`config.mk`:
```
export PLATFORM = sky130hd
export DESIGN_NAME = joy_scanner
export DESIGN_NICKNAME = d
export VERILOG_FILES = /design/src/rtl/joy_scanner.sv
export SDC_FILE = /design/constraint.sdc
export NUM_CORES = 1
export LEC_CHECK = 0
export BUFFER_PORTS_ARGS = -buffer_cell sky130_fd_sc_hd__buf_2
export CORE_MARGIN = 5
export CORE_UTILIZATION = 30
export CTS_CLUSTER_DIAMETER = 60
export DETAILED_ROUTE_END_ITERATION = 16
export GPL_ROUTABILITY_DRIVEN = 0
export PLACE_DENSITY_LB_ADDON = 0.3
export SLEW_MARGIN = 10
export SYNTH_ARGS = -nofsm -noshare
export SYNTH_HDL_FRONTEND = slang
export SYNTH_SLANG_ARGS = --single-unit
```
`constraint.sdc`:
```
create_clock -name clk -period 2.5 [get_ports clk]
set_input_delay 0.375 -clock clk [delete_from_list [all_inputs] [get_ports clk]]
set_output_delay 0.375 -clock clk [all_outputs]
set_load 0.005 [all_outputs]
```
`src/rtl/joy_scanner.sv`:
```
`default_nettype none
// ============================================================================
// Module : joy_scanner
// DB9 joystick shift-register chain scanner with I/O-controller pass-through.
// Optional macro JOY_MDSEL_EN adds joy_select and a second latched frame bank.
// Revision: 1.0
// ============================================================================
module joy_scanner #(
    parameter int NUM_PORTS     = 2,
    parameter int BITS_PER_PORT = 8,
    parameter int CLK_DIV       = 8
) (
    input  logic                                 clk,
    input  logic                                 reset,
    input  logic                                 mode_local,
    input  logic                                 xjoy_clk,
    input  logic                                 xjoy_load_n,
    input  logic                                 joy_data,
    output logic                                 joy_clk,
    output logic                                 joy_load_n,
    output logic                                 xjoy_data,
    output logic [NUM_PORTS*BITS_PER_PORT-1:0]   joy_state,
`ifdef JOY_MDSEL_EN
    output logic                                 joy_select,
    output logic [NUM_PORTS*BITS_PER_PORT-1:0]   joy_state_ext,
`endif
    output logic                                 joy_valid
);

    localparam int c_num_bits = NUM_PORTS * BITS_PER_PORT;
    localparam int c_cnt_w    = $clog2(CLK_DIV);
    localparam int c_bit_w    = $clog2(c_num_bits + 1);

    typedef enum logic [2:0] {
        IDLE     = 3'd0,
        LOAD     = 3'd1,
        SHIFT_LO = 3'd2,
        SHIFT_HI = 3'd3,
        DONE     = 3'd4
    } state_t;

    state_t                  r_state;
    state_t                  w_next;
    logic [c_cnt_w-1:0]      r_tick_cnt;
    logic                    w_tick;
    logic [c_bit_w-1:0]      r_bit;
    logic [c_num_bits-1:0]   r_shift;
    logic [c_num_bits-1:0]   w_shift_nxt;
    logic [c_num_bits-1:0]   r_state_bits;
    logic                    r_valid;
    logic                    r_clk;
    logic                    r_load_n;
    logic                    w_latch;
    logic                    w_valid_nxt;
`ifdef JOY_MDSEL_EN
    logic                    r_select;
    logic [c_num_bits-1:0]   r_state_ext;
`endif

    assign w_tick = (r_tick_cnt == c_cnt_w'(CLK_DIV - 1));

    always_comb begin
        w_next = r_state;
        case (r_state)
            IDLE:     if (w_tick) w_next = LOAD;
            LOAD:     if (w_tick) w_next = SHIFT_LO;
            SHIFT_LO: if (w_tick) w_next = SHIFT_HI;
            SHIFT_HI: begin
                if (w_tick) begin
                    w_next = (r_bit == c_bit_w'(c_num_bits - 1)) ? DONE : SHIFT_LO;
                end
            end
            DONE:     w_next = IDLE;
            default:  w_next = IDLE;
        endcase
        // Forwarding mode owns the chain, so any local scan is abandoned at once.
        if (!mode_local) begin
            w_next = IDLE;
        end
    end

    always_comb begin
        w_shift_nxt    = r_shift << 1;
        w_shift_nxt[0] = joy_data;
    end

    assign w_latch = (w_next == DONE);
`ifdef JOY_MDSEL_EN
    assign w_valid_nxt = w_latch && !r_select;
`else
    assign w_valid_nxt = w_latch;
`endif

    always_ff @(posedge clk) begin
        if (reset) begin
            r_state      <= IDLE;
            r_tick_cnt   <= '0;
            r_bit        <= '0;
            r_shift      <= '0;
            r_state_bits <= '0;
            r_valid      <= 1'b0;
            r_clk        <= 1'b1;
            r_load_n     <= 1'b1;
`ifdef JOY_MDSEL_EN
            r_select     <= 1'b1;
            r_state_ext  <= '0;
`endif
        end else begin
            r_tick_cnt <= w_tick ? '0 : r_tick_cnt + c_cnt_w'(1);
            r_state    <= w_next;
            // Pin levels are decoded from the next state so they track r_state exactly.
            r_load_n   <= (w_next != LOAD);
            r_clk      <= (w_next != SHIFT_LO);
            r_valid    <= w_valid_nxt;
            if (r_state == LOAD && w_tick) begin
                r_bit <= '0;
            end
            if (r_state == SHIFT_LO && w_tick && mode_local) begin
                r_shift <= w_shift_nxt;
            end
            if (r_state == SHIFT_HI && w_tick) begin
                r_bit <= r_bit + c_bit_w'(1);
            end
            if (w_latch) begin
`ifdef JOY_MDSEL_EN
                if (r_select) begin
                    r_state_bits <= ~r_shift;
                end else begin
                    r_state_ext  <= ~r_shift;
                end
                r_select <= ~r_select;
`else
                r_state_bits <= ~r_shift;
`endif
            end
        end
    end

    assign joy_clk    = mode_local ? r_clk    : xjoy_clk;
    assign joy_load_n = mode_local ? r_load_n : xjoy_load_n;
    assign xjoy_data  = joy_data;
    assign joy_state  = r_state_bits;
    assign joy_valid  = r_valid;
`ifdef JOY_MDSEL_EN
    assign joy_select    = r_select;
    assign joy_state_ext = r_state_ext;
`endif

endmodule
`default_nettype wire
```
## Word-level counts from Yosys, hierarchy flattened

Index checks and enable logic that the tools add are counted.
Widths: inputs -> output; s select.

- Register bits after elaboration: 46
- Latch bits: 0
- Bits in writable memories: 0
- Bits in read-only memories: 0
- Bits of input ports: 6
- Output and inout port bits: 20
- Word-level logic and storage cells: 37
- Memories kept: 0

- Add/sub/neg operators: 2
- Multipliers: 0
- Divide/modulo/power cells: 0
- $lt $le $gt $ge: 0
- Equality and inequality tests: 8
- Shifts and indexed selects: 0
- Multiplexer cells: 11
- Bitwise operators: 1
- Reductions and logical operators: 7

Operators with widths:

| cell | count |
|---|---|
| $mux 3 | 6 |
| $not 16->16 | 1 |
| $pmux 3 s4 | 1 |
| $mux 5 | 2 |
| $eq 3x2->1 const B | 2 |
| $eq 3x3->1 const B | 2 |
| $add 5x1->5 const B | 1 |
| $eq 5x4->1 const B | 1 |
| $logic_and 1x1->1 | 4 |
| $add 3x1->3 const B | 1 |
| $eq 3x1->1 const B | 1 |
| $logic_not 3->1 | 1 |
| $ne 3x1->1 const B | 1 |
| $ne 3x2->1 const B | 1 |
| $mux 1 | 2 |
| $reduce_bool 2->1 | 1 |
| $reduce_or 2->1 | 1 |

## Longest topological paths before layout

Gate-level depths: netlist (run 1).

- Depth after elaboration: 6
- Mapped depth: 8
- Gate-level depth less buffers: 6

## Worst setup path before layout (run 1)

Ideal clock, no wire load.

- Path type: register -> register
- Start: reg r_bit[0]
- End: reg r_state_bits[10] (netlist: joy_state[10])
- Setup time: 0.134 ns
- Data arrival time: 1.545 ns
- Path slack: 0.821 ns
- Cell stages (with the launch flop): 9
- Period minus slack after synthesis: 1.679 ns
- Cells stage by stage: dfxtp_1 ha_1 and3_1 ha_1 and3_1 clkbuf_2 buf_2 a21oi_1 a211oi_1

- Longest elaborated chain between the ends: 6

RTL lines:

| what | line | RTL |
|---|---|---|
| from (decl) | 46 | `logic [c_bit_w-1:0] r_bit;` |
| from (signal assigned) | 122 | `r_bit <= r_bit + c_bit_w'(1);` |
| $eq 5x4->1 | 70 | `w_next = (r_bit == c_bit_w'(c_num_bits - 1)) ? DONE : SHIFT_LO;` |
| $mux 3 | 70 |  |
| $mux 3 | 69 | `if (w_tick) begin` |
| $pmux 3 s4 | 64 | `case (r_state)` |
| $mux 3 | 77 | `if (!mode_local) begin` |
| $eq 3x3->1 | 87 | `assign w_latch = (w_next == DONE);` |
| to (signal assigned) | 133 | `r_state_bits <= ~r_shift;` |
| to (decl) | 49 | `logic [c_num_bits-1:0] r_state_bits;` |

Every way passes these cells.
A chain may end at the register's enable or synchronous reset.

## Worst setup path in the final report (run 1)

- Start: reg r_bit[0]
- End: reg r_state_bits[7] (netlist: joy_state[7])

Same word-level chain as after synthesis.

==> reports/qor.tcl, run 1 <==
set qor(area_of_the_die_um2) 7920
set qor(cts-buffers-inserted) 5
set qor(antenna_cells) 0
set qor(clkLatencyLatePin_ns) 0.30
set qor(final_cells) 300
set qor(antenna_left) 0
set qor(timing.clock.skew_ns) 0.00944
set qor(fin_tns_setup_ns) 0
set qor(gr-usage-all-layers_pct) 10.6
set qor(per_instance_average_area_after_synthesis_um2) 9.09
set qor(power_leakage_nw) 0.773
set qor(cts_htree_levels) 2
set qor(floorplan.initialDensity_pct) 31.2
set qor(most_used_dff_post_synth) {sky130_fd_sc_hd__dfxtp_1}
set qor(routedWlPerCell_um) 13.3
set qor(critPathMaxFanout) 16
set qor(chipHeight_um) 89.0
set qor(routed_wl_mm) 3.98
set qor(finalPower_mw) 1.32
set qor(power.ir.vdd_worst_mv) 0.319
set qor(drive_above_1_share_pct) 19.6
set qor(top_level_ports) 26
set qor(dp_cells) 292
set qor(synth.ff_latch_count) 46
set qor(grt_start_max_net_pins) 37
set qor(finalCriticalPeriod_ns) 1.99
set qor(status) {finished clean}
set qor(detail_route.first_pass.iterations) 4
set qor(routed-via-count) 1500
set qor(max-clock-path-buffers) 2
set qor(rsz0062_at_grt) {false}
set qor(ys_seq_area_share_pct) 49.2
set qor(mappedNetlistNets) 217
set qor(global_route.usage.met2_pct) 16.7
set qor(cts_tree) {built}
set qor(fin_crit_sh_pct) 79.4
set qor(number_of_antenna_violations_at_the_first_check_in_global_routing) 0
set qor(synth.cell_area_um2) 1870
set qor(max-slew-margin-rel_pct) 59.4
set qor(detail_route.drc_violations) 0
set qor(num-fill-cells) 614
set qor(synth-warning-count) 0
set qor(fin_nets) 235
set qor(critical_path_class) {reg -> reg}
set qor(multi_input_comb_area_um2) 847
set qor(post_synth_num_cell_types) 41
set qor(count_of_flip_flops_with_a_built_in_enable_after_synthesis) 0
set qor(timing.final.max_slew_violations) 0
set qor(count_of_instances_resized_after_the_clock_tree_is_built) 0
set qor(flow.area_growth_from_synthesis_pct) 15.2
set qor(timing.critical_path.arrival_ns) 2.20
set qor(grt_pass1_wl_mm) 6.53
set qor(worst_path_max_delay_cell) {sky130_fd_sc_hd__and3_1}
set qor(place.detailed.hpwl_mm) 2.66
set qor(vias_per_std_cell) 5.00
set qor(min-delay-path-class) {in -> reg}
set qor(layout_common_cells) {46 x sky130_fd_sc_hd__dfxtp_1, 34 x sky130_fd_sc_hd__a21oi_1, 25 x sky130_fd_sc_hd__buf_2, 19 x sky130_fd_sc_hd__nand3_1, 19 x sky130_fd_sc_hd__o21ai_0}
set qor(final_common_cell) {sky130_fd_sc_hd__dfxtp_1}
set qor(critPathMaxStageDelay_ns) 0.57
set qor(async_reset_ff_share_pct) 0
set qor(grt_use_met3_pct) 2.76
set qor(cts_root_buf) {sky130_fd_sc_hd__clkbuf_8}
set qor(globalRoute.totalOverflow) 0
set qor(holdBufCountCts) 0
set qor(syn-instance-count) 206
set qor(timing.critical_path.cells) {ha_1 > and3_1 > ha_1 > and3_1 > a21oi_1 > a211oi_1}
set qor(critical_path.n_buffers_inverters) 0
set qor(die_w_um) 89.0
set qor(timing.critical_path.to_type) {register}
set qor(total_number_of_clock_tree_sinks) 46
set qor(regArea_um2) 921
set qor(core-area_um2) 5990
set qor(timing.critical_path.required_ns) 2.72
set qor(drv_cap) 0
set qor(rows) 28
set qor(setup.worst_path.start_class) {register}
set qor(powerDensity_nw_per_um2) 613
set qor(post-cts-setup-buffer-count) 0
set qor(setup_viol) 0
set qor(critical-path-top-delay-family) {simple AND/OR/NAND/NOR gates}
set qor(grt_use_met1_pct) 13.6
set qor(max_clock_freq_ghz) 0.504
set qor(port_buffers) 25
set qor(max_slew.worst_pin.slew_ns) 0.608
set qor(finalHoldViolations) 0
set qor(clk_pin_slew_worst_paths_ns) 0.09
set qor(number_of_global_route_vias_before_repair) 1403
set qor(detailedRoute.firstIterationViolations) 104
set qor(grt.busiest_layer) {met2}
## synth_stat cells (2+ instances only)
| master | instances | area (um2) |
|---|---|---|
| sky130_fd_sc_hd__dfxtp_1 | 46 | 921 |
| sky130_fd_sc_hd__a21oi_1 | 34 | 170 |
| sky130_fd_sc_hd__nand3_1 | 19 | 95.1 |
| sky130_fd_sc_hd__o21ai_0 | 19 | 95.1 |
| sky130_fd_sc_hd__a211oi_1 | 15 | 113 |
| sky130_fd_sc_hd__buf_2 | 10 | 50.1 |
| sky130_fd_sc_hd__clkbuf_1 | 7 | 26.3 |
| sky130_fd_sc_hd__nand2_1 | 6 | 22.5 |
| sky130_fd_sc_hd__ha_1 | 5 | 62.6 |
| sky130_fd_sc_hd__nand2b_1 | 4 | 25.0 |
| sky130_fd_sc_hd__nor3b_1 | 4 | 30.0 |
| sky130_fd_sc_hd__inv_1 | 3 | 11.3 |
| sky130_fd_sc_hd__a22o_1 | 2 | 17.5 |
| sky130_fd_sc_hd__and2_1 | 2 | 12.5 |
| sky130_fd_sc_hd__and3_1 | 2 | 12.5 |
| sky130_fd_sc_hd__mux2_2 | 2 | 22.5 |
| sky130_fd_sc_hd__nor3_1 | 2 | 10.0 |
## where the power goes
| group | total, mW | switching [mW] | internal, mW |
|---|---|---|---|
| combinational | 0.0362 | 0.0207 | 0.0155 |
| clock | 0.546 | 0.249 | 0.297 |
| sequential | 0.741 | 0.00294 | 0.738 |
| total | 1.32 | 0.273 | 1.05 |
## routing by layer
layer  wire length, um  vias to the layer above
li1                  -                      783
met1              1940                      693
met2              1840                       18
met3               106                        6
met4                89                        0
met5                 0                        -
## cells by family (layout without fill, tap and decap cells)
family | count (synthesis) | after routing | share of synthesized area, %
AO/OA/AOI/OAI | 78 | 78 | 24.4
XOR/XNOR | 1 | 1 | 0.468
adder cells (fa/ha/maj) | 5 | 5 | 3.34
buffers and inverters | 23 | 42 | 5.55
flip-flops | 46 | 46 | 49.2
multiplexers | 3 | 3 | 1.74
AND/OR/NAND/NOR | 50 | 50 | 15.3
## sequential cells by signal (all words and copies together) (netlist names)
register,cells
r_bit,5
r_clk,1
r_shift,16
r_tick_cnt,3
joy_state,16
r_state,3
joy_valid,1
r_load_n,1
## final cells by class
class | count | area share (%)
clock inverters | 3 | 2.09
flip-flops and latches | 46 | 42.7
inverters | 3 | 0.522
repair buffers | 31 | 7.89
well taps | 75 | 4.35
multi-input cells | 137 | 39.3
clock buffers | 5 | 3.19
## stage by stage
| step | setup WS (ns) | hold WS (ns) | cell area (um2) | utilization (%) |
|---|---|---|---|---|
| floorplan | 0.821 | 0.408 | 1870 | - |
| global placement | 0.512 | 0.418 | 2040 | 34.1 |
| CTS | 0.463 | 0.319 | 2160 | 36.0 |
| detailed placement | 0.475 | 0.425 | 2040 | 34.1 |
| global route | 0.247 | 0.333 | 2160 | 36.0 |
| finish | 0.514 | 0.332 | 2160 | 36.0 |
## final timing paths
kind | start | to | slack (ns) | depth (start not counted)
worst max-delay path | r_bit[0] | joy_state[7] | 0.51 | 6
worst min-delay path | reset | r_bit[0] | 0.33 | 2
worst max register to register | r_bit[0] | joy_state[7] | 0.51 | 6
worst min register to register | r_tick_cnt[0] | r_tick_cnt[0] | 0.43 | 1
Power figures use the tool's default switching activity.
==> run 2, diff against run 1 <==
clock period = 2.05 ns   (was 2.5 ns; I/O delays follow)
==> reports/qor.tcl, run 2 (same netlist as run 1, synthesis figures left out) <==
set qor(setup.worst_path.start_class) {register}
set qor(floorplan.initialDensity_pct) 31.2
set qor(detailedRoute.firstIterationViolations) 75
set qor(placed_cell_area_um2) 2050
set qor(core-area_um2) 5990
set qor(power.ir.vdd_worst_mv) 0.287
set qor(cts_root_buf) {sky130_fd_sc_hd__clkbuf_8}
set qor(final_common_cell) {sky130_fd_sc_hd__dfxtp_1}
set qor(timing.critical_path.arrival_ns) 2.07
set qor(rsz0062_at_grt) {false}
set qor(r2r.worst_path.cells) 6
set qor(cts_htree_levels) 2
set qor(clkLatencyLatePin_ns) 0.30
set qor(fin_tns_setup_ns) 0
set qor(critical_path.n_buffers_inverters) 1
set qor(drive_above_1_share_pct) 19.9
set qor(detail_route.first_pass.iterations) 4
set qor(vias_per_std_cell) 5.11
set qor(worst_path_max_delay_cell) {sky130_fd_sc_hd__or3_1}
set qor(crit-reg2reg-launch) {r_tick_cnt[0]}
set qor(timing.rr.end) {joy_state[14]}
set qor(whs_endpoint) {r_shift[0]}
set qor(total_number_of_clock_tree_sinks) 46
set qor(finalCriticalPeriod_ns) 1.83
set qor(timing.critical_path.cells) {ha_1 > ha_1 > nand4b_1 > buf_4 > or3_1 > a21oi_1}
set qor(layout_common_cells) {46 x sky130_fd_sc_hd__dfxtp_1, 34 x sky130_fd_sc_hd__a21oi_1, 25 x sky130_fd_sc_hd__buf_2, 19 x sky130_fd_sc_hd__nand3_1, 19 x sky130_fd_sc_hd__o21ai_0}
set qor(dp_cells) 293
set qor(gr-usage-all-layers_pct) 10.9
set qor(setup_viol) 0
set qor(timing.critical_path.to_type) {register}
set qor(routed_wl_mm) 4.15
set qor(antenna_cells) 0
set qor(startpoint) {r_tick_cnt[0]}
set qor(rows) 28
set qor(max_slew.worst_pin.slew_ns) 0.484
set qor(grt_pass1_wl_mm) 6.77
set qor(place.detailed.hpwl_mm) 2.73
set qor(final_core_utilization_pct) 35.9
set qor(finalHoldViolations) 0
set qor(worst_hold_path.num_cells) 3
set qor(num-fill-cells) 621
set qor(cts_tree) {built}
set qor(critPathMostFrequentCell) {sky130_fd_sc_hd__ha_1}
set qor(die_w_um) 89.0
set qor(timing.hold.ws_ns) 0.274
set qor(number_of_antenna_violations_at_the_first_check_in_global_routing) 0
set qor(critPathMaxFanout) 8
set qor(number_of_global_route_vias_before_repair) 1398
set qor(critPathMaxStageDelay_ns) 0.35
set qor(max-clock-path-buffers) 2
set qor(area_of_the_die_um2) 7920
set qor(critical_path_class) {reg -> reg}
set qor(fin_crit_sh_pct) 89.4
set qor(routedWlPerCell_um) 13.8
set qor(status) {finished clean}
set qor(port_buffers) 25
set qor(chipHeight_um) 89.0
set qor(drv_cap) 0
set qor(grt_start_max_net_pins) 34
set qor(holdBufCountCts) 0
set qor(final_cells) 301
set qor(max-slew-margin-rel_pct) 67.7
set qor(globalRoute.totalOverflow) 0
set qor(clk_pin_slew_worst_paths_ns) 0.09
set qor(timing.final.max_slew_violations) 0
set qor(timing.critical_path.required_ns) 2.29
set qor(worst_min_delay_path_startpoint) {joy_data}
set qor(post-cts-setup-buffer-count) 0
set qor(powerDensity_nw_per_um2) 707
set qor(rrSetupSlack_ns) 0.22
set qor(antenna_left) 0
set qor(max_clock_freq_ghz) 0.546
set qor(detail_route.drc_violations) 0
set qor(critical-path-top-delay-family) {simple AND/OR/NAND/NOR gates}
set qor(flow.area_growth_from_synthesis_pct) 14.8
set qor(routed-via-count) 1539
set qor(cts-buffers-inserted) 5
set qor(fin_nets) 236
set qor(finalInstanceArea_um2) 2150
set qor(min-delay-path-class) {in -> reg}
set qor(power_leakage_nw) 0.772
set qor(timing.clock.skew_ns) 0.00720
set qor(top_level_ports) 26
[run 2: repair_timing]
action / 4_1_cts / 5_1_grt
setup endpoints to repair: 0 / 15
gates resized for setup: 0 / 1
hold endpoints to repair: 0 / 0
[run 2: worst max-delay path by stage]
stage                         end  slack [ns]  depth (start not counted)
CTS                 joy_state[13]         0.1                          6
finish              joy_state[14]        0.22                          6
floorplan           joy_state[10]        0.37                          8
global route        joy_state[14]        0.05                          6
global placement     joy_state[0]        0.17                          6
detailed placement  joy_state[15]        0.13                          6
[run 2: power breakdown]
part,internal (mW),switching [mW],leakage (nW),total (mW)
Sequential,0.900,0.00406,0.371,0.904
Clock,0.246,0.325,0.0447,0.571
Combinational,0.0186,0.0256,0.356,0.0442
Total,1.16,0.354,0.772,1.52
[run 2: cell type report]
type                    count  area, um2  share of cell area, %
clock buffers               5       68.8                   3.20
clock inverters             3       25.0                   1.16
inverters                   3       11.3                  0.524
multi-input cells         137        852                   39.6
flip-flops and latches     46        921                   42.8
well taps                  75       93.8                   4.37
repair buffers             32        178                   8.27
[run 2: worst reg2reg max path, delay by kind of cell, from the launching register on]
| kind | cells | cell delay, ns |
|---|---|---|
| buffers and inverters | 1 | 0.23 |
| and+or+nand+nor | 2 | 0.60 |
| AOI/OAI and AO/OA | 1 | 0.12 |
| adders and majority gates | 2 | 0.48 |
| DFF | 1 | 0.34 |
[run 2: routing by layer]
metal  vias up  wire length [um]  GRT usage (%)
li1        786                 -              -
met1       726              1990           13.7
met2        21              1940           17.7
met3         6               135           2.58
met4         0                77           4.87
met5         -                 0              0
[run 2: stage by stage]
stage	power [mW]	setup slack (ns)
5_1_grt	1.58	0.0533
2_1_floorplan	0.955	0.371
3_5_place_dp	0.969	0.125
3_3_place_gp	0.969	0.166
6_report	1.52	0.218
4_1_cts	1.54	0.0969
==> run 3, diff against run 2 <==
RECOVER_POWER = 25   (was unset)
==> reports/qor.tcl, run 3 (same netlist as run 1, synthesis figures left out) <==
set qor(timing.critical_path.to_type) {register}
set qor(finalWorstSetupSlack_ns) 0.223
set qor(place_worst_setup_slack_ns) 0.125
set qor(critical_path_class) {reg -> reg}
set qor(critical-path-top-delay-family) {simple AND/OR/NAND/NOR gates}
set qor(gr-usage-all-layers_pct) 10.9
set qor(detail_route.drc_violations) 0
set qor(timing.critical_path.cells) {ha_1 > ha_1 > nand4b_1 > buf_4 > or3_1 > a21oi_1}
set qor(critPathMostFrequentCell) {sky130_fd_sc_hd__ha_1}
set qor(drive_above_1_share_pct) 14.6
set qor(whs_endpoint) {r_shift[0]}
set qor(powerDensity_nw_per_um2) 711
set qor(timing.final.max_slew_violations) 0
set qor(power_leakage_nw) 0.720
set qor(critPathMaxStageDelay_ns) 0.35
set qor(min-delay-path-class) {in -> reg}
set qor(max_clock_freq_ghz) 0.547
set qor(worst_min_delay_path_startpoint) {joy_data}
set qor(combinationalPowerShare_pct) 2.9
set qor(timing.clock.skew_ns) 0.00708
set qor(number_of_global_route_vias_before_repair) 1398
set qor(drv_cap) 0
set qor(die_w_um) 89.0
set qor(finalCriticalPeriod_ns) 1.83
set qor(fin_tns_setup_ns) 0
set qor(worst_hold_path.num_cells) 3
set qor(cts_root_buf) {sky130_fd_sc_hd__clkbuf_8}
set qor(detailedRoute.firstIterationViolations) 77
set qor(top_level_ports) 26
set qor(chipHeight_um) 89.0
set qor(core-area_um2) 5990
set qor(r2r.worst_path.cells) 6
set qor(cts-buffers-inserted) 5
set qor(critical_path.n_buffers_inverters) 1
set qor(finalPower_mw) 1.52
set qor(setup.worst_path.start_class) {register}
set qor(timing.rr.end) {joy_state[14]}
set qor(grt_start_max_net_pins) 34
set qor(switchingPower_mw) 0.354
set qor(power.ir.vdd_worst_mv) 0.287
set qor(worst_path_max_delay_cell) {sky130_fd_sc_hd__or3_1}
set qor(max-slew-margin-rel_pct) 67.6
set qor(timing.critical_path.arrival_ns) 2.06
set qor(routed-via-count) 1539
set qor(number_of_antenna_violations_at_the_first_check_in_global_routing) 0
set qor(max_slew.worst_pin.slew_ns) 0.485
set qor(globalRoute.totalOverflow) 0
set qor(layout_common_cells) {46 x sky130_fd_sc_hd__dfxtp_1, 34 x sky130_fd_sc_hd__a21oi_1, 19 x sky130_fd_sc_hd__nand3_1, 19 x sky130_fd_sc_hd__o21ai_0, 15 x sky130_fd_sc_hd__a211oi_1}
set qor(routed_wl_mm) 4.15
set qor(p_seq_share_pct) 59.5
set qor(final_common_cell) {sky130_fd_sc_hd__dfxtp_1}
set qor(cts_tree) {built}
set qor(p_int_mw) 1.16
set qor(place.detailed.hpwl_mm) 2.73
set qor(grt_pass1_wl_mm) 6.77
set qor(antenna_cells) 0
set qor(max-clock-path-buffers) 2
set qor(swShare_pct) 23.3
set qor(fin_crit_sh_pct) 89.1
set qor(timing.critical_path.required_ns) 2.29
set qor(post-cts-setup-buffer-count) 0
set qor(finalHoldViolations) 0
set qor(crit-reg2reg-launch) {r_tick_cnt[0]}
set qor(antenna_left) 0
set qor(total_number_of_clock_tree_sinks) 46
set qor(area_of_the_die_um2) 7920
set qor(flow.area_growth_from_synthesis_pct) 14.0
set qor(fin_nets) 236
set qor(clkLatencyLatePin_ns) 0.30
set qor(setup_viol) 0
set qor(floorplan.initialDensity_pct) 31.2
set qor(rows) 28
set qor(vias_per_std_cell) 5.11
set qor(routedWlPerCell_um) 13.8
set qor(detail_route.first_pass.iterations) 4
set qor(cts_htree_levels) 2
set qor(power.clock.fraction_pct) 37.6
set qor(finalInstanceArea_um2) 2130
set qor(critPathMaxFanout) 8
set qor(clk_pin_slew_worst_paths_ns) 0.09
set qor(dp_cells) 293
set qor(rsz0062_at_grt) {false}
set qor(rrSetupSlack_ns) 0.22
set qor(status) {finished clean}
set qor(placed_cell_area_um2) 2050
set qor(final_cells) 301
set qor(port_buffers) 25
==> run 3: cell count changes in the layout (fill, tap and decap cells not counted), sizes merged <==
cell,change
clkbuf,+12
buf,-12
==> run 3: worst max-delay path by stage <==
stage / from / endpoint / cells past startpoint
after detailed placement: r_bit[0] / joy_state[15] / 6
after floorplan: r_bit[0] / joy_state[10] / 8
after global placement: r_bit[0] / joy_state[0] / 6
final: r_tick_cnt[0] / joy_state[14] / 6
after global routing: r_tick_cnt[0] / joy_state[14] / 6
after CTS: r_bit[0] / joy_state[13] / 6
==> run 3: cell type report <==
| type | count | area [um2] |
|---|---|---|
| clock buffer | 5 | 68.8 |
| clock inverter | 3 | 25.0 |
| fill | 627 | 3860 |
| inverter | 3 | 11.3 |
| multi-input combinational | 137 | 852 |
| sequential | 46 | 921 |
| tap | 75 | 93.8 |
| timing repair buffer | 32 | 163 |
==> run 3: timing repair <==
item / CTS / global route
hold buffers: 0 / 0
gates resized for setup: 0 / 1
setup endpoints to repair: 0 / 15
==> run 3: metrics by stage <==
stage / hold slack, ns / utilization, %
5_1_grt: 0.278 / 35.6
3_3_place_gp: 0.415 / 34.2
2_1_floorplan: 0.392 / -
6_report: 0.276 / 35.6
3_5_place_dp: 0.424 / 34.2
4_1_cts: 0.268 / 35.8
==> run 3: power by group through the flow <==
stage	registers, mW	clock network, mW	logic, mW
detailed placement	0.925	0	0.0441
CTS	0.904	0.596	0.0443
floorplan	0.924	0	0.0309
global placement	0.925	0	0.0444
global route	0.905	0.628	0.0494
finish	0.904	0.571	0.0440
==> run 3: worst reg2reg max path, stage by stage, from the launching register on <==
cell and delay, ns:
sky130_fd_sc_hd__dfxtp_1 0.34, sky130_fd_sc_hd__ha_1 0.17, sky130_fd_sc_hd__ha_1 0.31, sky130_fd_sc_hd__nand4b_1 0.24
sky130_fd_sc_hd__buf_4 0.23, sky130_fd_sc_hd__or3_1 0.35, sky130_fd_sc_hd__a21oi_1 0.12
==> run 3: metal layers <==
metal | track usage, % | up-vias | part of all wire (%)
met2 | 17.7 | 19 | 47
met4 | 4.87 | 0 | 1.9
li1 | - | 787 | -
met5 | 0 | - | 0
met1 | 13.7 | 727 | 48
met3 | 2.58 | 6 | 3.3
